===== config.mk =====
export PLATFORM = sky130hd
export DESIGN_NAME = code_demux_v
export DESIGN_NICKNAME = d
export VERILOG_FILES = /design/src/rtl/code_demux_v.sv
export SDC_FILE = /design/constraint.sdc
export NUM_CORES = 1
export LEC_CHECK = 0
export ABC_AREA = 1
export CORE_AREA = 2 2 70 85
export DETAILED_ROUTE_END_ITERATION = 10
export DIE_AREA = 0 0 72 87
export SYNTH_ARGS = -nofsm -noshare
export SYNTH_HDL_FRONTEND = slang
export SYNTH_SLANG_ARGS = --single-unit

===== constraint.sdc =====
create_clock -name i_clk -period 1.1 [get_ports i_clk]
set_input_delay 0.11 -clock i_clk [delete_from_list [all_inputs] [get_ports i_clk]]
set_output_delay 0.11 -clock i_clk [all_outputs]
set_load 0.005 [all_outputs]

===== src/rtl/code_demux_v.sv =====
`default_nettype none
// ============================================================================
// Module      : code_demux_v
// Description : 1-to-4 code router. One offered code is delivered into one of
//               four single-entry channel buffers, using valid/ready handshakes
//               on both sides. Each channel keeps a 1-bit EMPTY/FULL state.
//               A full channel can be drained and reloaded on the same edge,
//               so back-to-back traffic to one channel has no bubble.
// Ports       : i_clk        - clock, rising edge active
//               i_rst        - asynchronous active-high reset
//               i_en         - block enable; gates accepts only
//               i_code       - code offered for routing (WIDTH bits)
//               i_valid      - i_code is valid this cycle
//               o_ready      - an offer would be accepted this cycle (comb.)
//               i_sel_code   - destination channel 0..3
//               o_code_0..3  - registered channel codes (WIDTH bits each)
//               o_valid      - bit n: o_code_n holds an undelivered code
//               i_ready      - bit n: consumer n takes o_code_n this cycle
// Options     : CODE_DEMUX_AUTO_SEL_EN - when defined, i_sel_code is ignored
//               and the destination comes from a 2-bit round-robin counter
//               that advances once per accepted code.
// Revision    : 1.0 - initial release
// ============================================================================
module code_demux_v #(
    parameter int WIDTH = 8
) (
    input  logic             i_clk,
    input  logic             i_rst,
    input  logic             i_en,
    input  logic [WIDTH-1:0] i_code,
    input  logic             i_valid,
    output logic             o_ready,
    input  logic [1:0]       i_sel_code,
    output logic [WIDTH-1:0] o_code_0,
    output logic [WIDTH-1:0] o_code_1,
    output logic [WIDTH-1:0] o_code_2,
    output logic [WIDTH-1:0] o_code_3,
    output logic [3:0]       o_valid,
    input  logic [3:0]       i_ready
);

    localparam logic [0:0] c_EMPTY = 1'b0;
    localparam logic [0:0] c_FULL  = 1'b1;

    logic [0:0]       r_state     [4];
    logic [0:0]       w_state_nxt [4];
    logic [WIDTH-1:0] r_code      [4];
    logic [1:0]       w_sel;
    logic             w_accept;
    logic [3:0]       w_drain;
    logic [3:0]       w_load;

    // ------------------------------------------------------------------
    // Destination select
    // ------------------------------------------------------------------
`ifdef CODE_DEMUX_AUTO_SEL_EN
    logic [1:0] r_auto_sel;

    // Only a real accept advances the counter, so a blocked offer keeps
    // waiting for the same channel. Natural 2-bit wrap gives 3 -> 0.
    always_ff @(posedge i_clk or posedge i_rst) begin
        if (i_rst) begin
            r_auto_sel <= 2'd0;
        end else if (w_accept) begin
            r_auto_sel <= r_auto_sel + 2'd1;
        end
    end

    assign w_sel = r_auto_sel;
`else
    assign w_sel = i_sel_code;
`endif

    // ------------------------------------------------------------------
    // Handshake
    // ------------------------------------------------------------------
    // The reset term keeps o_ready low while reset holds the buffers empty,
    // which would otherwise make the block look ready.
    always_comb begin
        o_ready = i_en & ~i_rst & ((r_state[w_sel] == c_EMPTY) | i_ready[w_sel]);
    end

    assign w_accept = i_valid & o_ready;

    // ------------------------------------------------------------------
    // Per-channel state machine (register / next-state / output)
    // ------------------------------------------------------------------
    generate
        for (genvar n = 0; n < 4; n++) begin : g_ch
            assign w_drain[n] = (r_state[n] == c_FULL) & i_ready[n];
            assign w_load[n]  = w_accept & (w_sel == 2'(n));

            always_ff @(posedge i_clk or posedge i_rst) begin
                if (i_rst) begin
                    r_state[n] <= c_EMPTY;
                end else begin
                    r_state[n] <= w_state_nxt[n];
                end
            end

            // A load wins over a drain: drain+accept on the same edge
            // stays FULL with the new code.
            always_comb begin
                w_state_nxt[n] = r_state[n];
                if (w_load[n]) begin
                    w_state_nxt[n] = c_FULL;
                end else if (w_drain[n]) begin
                    w_state_nxt[n] = c_EMPTY;
                end
            end

            always_comb begin
                o_valid[n] = (r_state[n] == c_FULL);
            end

            // The code register changes only on a load; a drain leaves the
            // last delivered value visible.
            always_ff @(posedge i_clk or posedge i_rst) begin
                if (i_rst) begin
                    r_code[n] <= '0;
                end else if (w_load[n]) begin
                    r_code[n] <= i_code;
                end
            end
        end
    endgenerate

    assign o_code_0 = r_code[0];
    assign o_code_1 = r_code[1];
    assign o_code_2 = r_code[2];
    assign o_code_3 = r_code[3];

endmodule
`default_nettype wire


## Yosys cells after proc, flatten, opt, wreduce, memory -nomap -nowiden

Cells that the tools add are included.

- Flip-flop bits (word level): 36
- Input port bits: 18
- Output and inout bits: 37
- Word-level logic and storage cells: 46

- $lt $le $gt $ge: 2
- Eq/ne operators: 3
- Muxes and demuxes: 13
- Bitwise operators: 15
- Reduce and logical (&&, ||, !) cells: 5

Operators by type and width:

| kind | count |
|---|---|
| 1-bit bitwise AND | 11 |
| 1-bit 2-to-1 mux | 11 |
| 2-bit nonzero test | 4 |
| 1-bit binary-select mux with 2-bit select | 2 |
| 2-bit == test, second input constant | 2 |
| 3-bit greater-or-equal comparator, second input constant | 1 |
| 2-bit by 3-bit less-than comparator with 1-bit output, second input constant | 1 |
| 2-bit NOT with 3-bit output | 1 |
| 2-bit by 1-bit == test with 1-bit output, second input constant | 1 |
| 2-bit zero test | 1 |
| 1-bit NOT | 2 |
| 1-bit bitwise OR | 1 |

## Logic depth before layout (Yosys ltp)

Gate-level depths: netlist (run 1).

- Depth in word-level cells: 10
- Mapped depth: 11
- Depth with buffers taken out: 10

## Worst setup path before layout (run 1)

No wires, ideal clock.

- Path kind: flip-flop to flip-flop
- From: register r_state (netlist bit o_valid[2])
- To: register r_code (netlist bit o_code_3[0])
- Setup time: 65 ps
- Arrival: 1,171 ps
- Required time: 1,035 ps
- Path slack: -136 ps
- Cell stages (with the launch flop): 10
- Buffers on the path: 0
- Period minus slack after synthesis: 1,236 ps
- Cells stage by stage: dfrtp_1 nand2_1 nand2_1 nand2_1 nand2_2 nand2_4 nand3_4 nor2_8 nand2_1 nand2_1

- Longest elaborated chain between the ends: 8

Ends and longest elaborated chain:

| item | RTL line | text |
|---|---|---|
| start, declared | 45 | `logic [0:0] r_state [4];` |
| start signal, assigned by index | 95 | `r_state[n] <= c_EMPTY;` |
| start signal, assigned by index | 97 | `r_state[n] <= w_state_nxt[n];` |
| 1-bit binary-select mux with 2-bit select | 80 | `o_ready = i_en & ~i_rst & ((r_state[w_sel] == c_EMPTY) \| i_ready[w_sel]);` |
| 1-bit 2-to-1 mux (not written as such) (2 in series) | 80 |  |
| 1-bit NOT | 80 |  |
| 1-bit bitwise OR | 80 |  |
| 1-bit bitwise AND | 80 |  |
| 1-bit bitwise AND | 83 | `assign w_accept = i_valid & o_ready;` |
| 1-bit bitwise AND | 91 | `assign w_load[n] = w_accept & (w_sel == 2'(n));` |
| end signal, assigned by index | 122 | `r_code[n] <= i_code;` |
| end, declared | 47 | `logic [WIDTH-1:0] r_code [4];` |

Every way passes these cells. The select of a mux whose other input is x is not followed.
A chain may end at the register's enable or synchronous reset.

## Final worst setup path (run 1)

Same ends and word-level chain as after synthesis.

==> results of run 1 <==
[layout make-up]
class | count | area, um^2
Clock inverter | 2 | 15.0
Fill cell | 591 | 3010
Multi-Input combinational cell | 132 | 632
Clock buffer | 6 | 82.6
Tap cell | 64 | 80.1
Inverter | 12 | 45.0
Sequential cell | 36 | 901
Timing Repair Buffer | 85 | 752
[final timing paths]
kind,start,endpoint,slack (ps),cells past startpoint
hold / removal,i_rst,o_valid[0],340,4
max in group asynchronous,i_rst,o_code_3[5],560,4
setup reg to reg,o_valid[2],o_code_3[0],-240,9
setup / recovery,o_valid[2],o_code_3[0],-240,9
hold reg to reg,o_code_2[5],o_code_2[5],470,2
min in group i_clk,i_code[2],o_code_0[2],470,3
[logic make-up after synthesis]
family                 Yosys count  synth area share (%)
AND/OR/NAND/NOR                127                  37.3
AO/OA/AOI/OAI                    5                  1.75
buffers and inverters           14                  3.81
flip-flops                      36                  57.2
[flip-flops by register name, summed over array words and instances (netlist names)]
register / cells
o_code_3: 8
o_code_2: 8
o_code_0: 8
o_code_1: 8
o_valid: 4
[synthesized netlist by cell type]
master	n	area, um^2
a21boi_0	1	7.51
nor2_2	3	18.8
clkbuf_1	1	3.75
inv_2	1	3.75
nand3_4	1	17.5
nand3_1	3	15.0
nand2_4	1	11.3
buf_6	1	11.3
nor2_1	2	7.51
o21ai_1	4	20.0
nand4_1	4	25.0
nand2_1	108	405
inv_1	11	41.3
nand2_2	1	6.26
nor2_8	4	80.1
dfrtp_1	36	901
[power by group]
group	switching (uW)	leakage (uW)	internal [uW]	total (uW)
sequential	139	0.000461	1590	1730
combinational	413	0.000945	559	972
clock	479	0.0000434	507	986
total	1030	0.00145	2660	3690
[placed cells by master (no fill, tap or decap)]
master           synthesis  layout
nand2_2                  1       2
clkinvlp_4               0       2
buf_2                    0       3
nor2_1                   2       2
nand3_1                  3       3
inv_1                   11      11
buf_12                   0       1
nand2_4                  1       1
dfrtp_1                 36      36
nor2_2                   3       3
inv_2                    1       1
o21ai_2                  0       4
nand3_4                  1       1
nand2_1                108     107
a21boi_1                 0       1
dlygate4sd2_1            0      33
clkbuf_2                 0       1
nand4_1                  4       4
clkbuf_8                 0       6
buf_4                    0      23
clkdlybuf4s50_1          0      15
buf_6                    1       8
clkdlybuf4s15_1          0       1
nor2_8                   4       4
[worst max-delay path: stages, from the launching register on]
cell	delay, ps
dfrtp_1	390
nand2_1	70
nand2_1	50
nand2_1	70
nand2_2	80
nand2_4	80
nand3_4	190
nor2_8	220
nand2_1	70
nand2_1	60
[routing by layer]
layer / track usage, % / vias up
met5: 0 / -
met4: 5.32 / 0
met3: 3.70 / 5
met2: 25.1 / 40
met1: 18.8 / 665
li1: - / 733
[metrics by stage]
step           power (uW)  cells  TNS (ps)  worst slack [ps]
2_1_floorplan        2090    182     -4490              -135
3_3_place_gp         2840    318    -24110              -750
3_5_place_dp         2850    318    -26150              -796
4_1_cts              3740    334     -8950              -275
5_1_grt              3950    337    -12680              -371
6_report             3690    337     -7960              -237
[what timing repair did]
item / CTS / global route
pin swaps: 4 / 2
gates resized for setup: 60 / 8
buffers inserted: 8 / 3
setup endpoints to repair: 73 / 39
==> impl_metrics.toml, run 1 <==
[timing]
slew_headroom_pct = 80.3
fmax_ghz = 0.748
setup_violations = 39
hold_slack_ps = 342
fin_ws_ps = -237
skew_ps = 7.16
hold_violations = 0
finalCritPeriodShare_pct = 122
rsz0062_at_grt = "true"
worstMarginPinSlew_ps = 296
drv_slew = 0
min_period_ps = 1340

[clock_network]
h-tree-depth = 2
clock-sinks = 36
clkLatencyLatePin_ps = 280
cts_hold_buffers = 0
clk_pin_slew_worst_paths_ps = 70
cts_made_buffers = 5
cts_tree = "done"
ctsLongestPathBuffers = 2
root_buffer = "clkbuf_8"

[drt]
routed.top_layer = "met4"
drc_errors = 0
via_per_inst = 4.28
postRouteAntennaNets = 0
wirelength_um = 4250
first_pass_iters = 4
wl_per_cell_um = 12.6
dr_wl_met2_um = 2110
num_vias = 1443
drtIter0Drc = 48
wl_met3_um = 230
met1_length_um = 1850

[floorplanning]
row_count = 30
io-pin-count = 55
start_util_pct = 28.5
dieWidth_um = 72
core_um2 = 5520
die_area_um2 = 6260
die_h_um = 87

[global_route]
grt_pass1_vias = 1447
antenna_found_initial = 0
grt_usage_pct = 15.0
grt_overflow_total = 0
grt_max_degree = 37
grt_pass1_wl_um = 7120

[layout]
fin_area_um2 = 2510
insertedDiodeCount = 0
layout.nets = 290
layout-drive-gt1-share_pct = 22.0
area_growth_pct = 59.2
final_util_pct = 45.4

[synthesis]
syn_inst = 182
synth_area_um2 = 1580
ys_ff_latch = 36
yosysWarnings = 0
ys_seq_area_share_pct = 57.2
synthesis.nets = 200
avgSynthCellArea_um2 = 8.66
ys_types = 16

[critical_path]
worstSetupEndpointType = "register"
worst-endpoint-arrival_ps = 1560
critPathMaxFanout = 8
startpoint_type = "register"
critPathKind = "reg -> reg"
crit_required_ps = 1320

[outcome]
outcome = "finished with violations"
violations = "setup timing"

[place]
port_buffers = 54
hpwl_um = 3000
place_congestion = 0.843
dpl_cell_area_um2 = 2340

[power]
power_density_nw_per_um2 = 1470
vdd_drop_max_mv = 0.773
leakage_uw = 0.00145

[flow_run]
cap_violations = 0

[min_path]
hold_class = "in -> async"
No activity file was read; power rests on OpenSTA's default activity.
==> run 2: changes to the inputs <==
Settings changed: CORE_AREA 2 2 70 85 to 2 2 61 74, DIE_AREA 0 0 72 87 to 0 0 63 76, PLACE_DENSITY set to 0.73.
==> impl_metrics.toml, run 2 (synthesized netlist as in run 1, its figures left out) <==
[critical_path]
crit_slowest_cell = "dfrtp_1"
crit_required_ps = 1330
r2r_slack_ps = -270
cp_cell_sequence = "nand2_1, nand2_1, nand2_1, nand2_2, nand2_4, nand3_4, nor2_8, nand2_1, nand2_1"
worstSetupEndpointType = "register"
critPathMaxFanout = 8
reg2regPathDepth = 9
startpoint_type = "register"
critPathKind = "reg -> reg"
r2r-end = "o_code_3[4]"
cp_common_cell = "nand2_1"
worst-endpoint-arrival_ps = 1600
reg2reg_from = "o_valid[0]"
cp_slowest_stage_delay_ps = 400

[layout]
stdcell_count = 325
layout.nets = 286
mostFrequentLayoutCells = "105 x nand2_1, 36 x dfrtp_1, 32 x dlygate4sd2_1"
final_common_cell = "nand2_1"
layout-drive-gt1-share_pct = 21.6
area_growth_pct = 58.2
n_fill_cell = 385
insertedDiodeCount = 0

[clock_network]
clock-sinks = 36
cts_made_buffers = 5
clk_pin_slew_worst_paths_ps = 70
cts_tree = "done"
clkLatencyLatePin_ps = 290
h-tree-depth = 2
root_buffer = "clkbuf_8"
ctsLongestPathBuffers = 2

[place]
placed_cells = 311
place_congestion = 0.789
port_buffers = 54
hpwl_um = 2940

[global_route]
grt_pass1_vias = 1471
grt_max_degree = 37
antenna_found_initial = 0
grt_usage_pct = 18.9
grt_pass1_wl_um = 7000
grt_overflow_total = 0

[outcome]
violations = "setup timing"
outcome = "finished with violations"

[floorplanning]
start_util_pct = 38.1
io-pin-count = 55
core_um2 = 4130
die_h_um = 76
die_area_um2 = 4790
row_count = 26
dieWidth_um = 63

[power]
leakage_uw = 0.00145
vdd_drop_max_mv = 1.13
fin_total_pwr_uw = 3950
power_density_nw_per_um2 = 1580

[timing]
hold_violations = 0
worstMarginPinSlew_ps = 260
fin_ws_ps = -268
tns_ps = -8510
min_period_ps = 1370
setup_violations = 37
hold_slack_ps = 351
slew_headroom_pct = 82.7
skew_ps = 5.67
rsz0062_at_grt = "true"
drv_slew = 0
fmax_ghz = 0.731
finalCritPeriodShare_pct = 124

[drt]
num_vias = 1473
wirelength_um = 4040
via_per_inst = 4.53
drtIter0Drc = 57
drc_errors = 0
postRouteAntennaNets = 0
first_pass_iters = 4
wl_per_cell_um = 12.4

[flow_run]
cap_violations = 0

[min_path]
hold_class = "in -> async"
-- run 2: cell types whose count changed in the layout (fill, tap and decap cells not counted), sizes merged --
cell and delta:
bufinv +1, clkdlybuf4s15 +1, clkinvlp -2, clkbuf +1, dlygate4sd2 -1, buf -4
-- run 2: stage by stage --
step | utilization (%) | cell area, um^2 | setup WS (ps)
after floorplan | - | 1580 | -135
after CTS | 59.9 | 2480 | -290
after detailed placement | 56.7 | 2340 | -794
final | 60.3 | 2490 | -268
after global routing | 60.3 | 2490 | -362
after global placement | 56.7 | 2340 | -741
-- run 2: timing repair --
item                                    CTS  global route
endpoints found under the setup margin   73            40
gates cloned                              0             0
gates resized for setup                  60             9
hold endpoints to repair                  0             0
hold buffers                              0             0
setup buffers                             6             0
pin swaps                                 4             3
-- run 2: how the worst max path moves through the flow --
stage / slack, ps / endpoint / start / cells after the start
4_1_cts: -290 / o_code_0[4] / o_valid[3] / 9
3_5_place_dp: -790 / o_ready / i_sel_code[0] / 8
3_3_place_gp: -740 / o_ready / i_sel_code[0] / 8
5_1_grt: -360 / o_code_3[7] / o_valid[3] / 9
6_report: -270 / o_code_3[4] / o_valid[0] / 9
2_1_floorplan: -130 / o_code_3[0] / o_valid[1] / 9
-- run 2: cell type report --
type,count,area (um^2),share of cell area (%)
repair buffers,81,713,28.6
multi-input cells,132,637,25.6
clock inverters,1,30.0,1.20
inverters,12,45.0,1.81
well taps,56,70.1,2.81
clock buffers,7,96.3,3.87
flip-flops and latches,36,901,36.1
-- run 2: per-layer routing --
layer  wire (um)  vias to the layer above  GRT usage, %
met1        1730                      680          24.1
met3         264                        7          5.02
met4          70                        0          7.33
met2        1980                       56          30.5
li1            -                      730             -
met5           0                        -             0
-- run 2: worst max-delay path, delay by kind of cell, from the launching register on --
kind	cells	cell delay, ps
and+or+nand+nor	9	900
DFF	1	400
-- run 2: power breakdown --
part / internal [uW] / switching, uW / total, uW
logic: 530 / 414 / 944
clock network: 800 / 472 / 1270
registers: 1590 / 141 / 1730
total: 2920 / 1030 / 3950
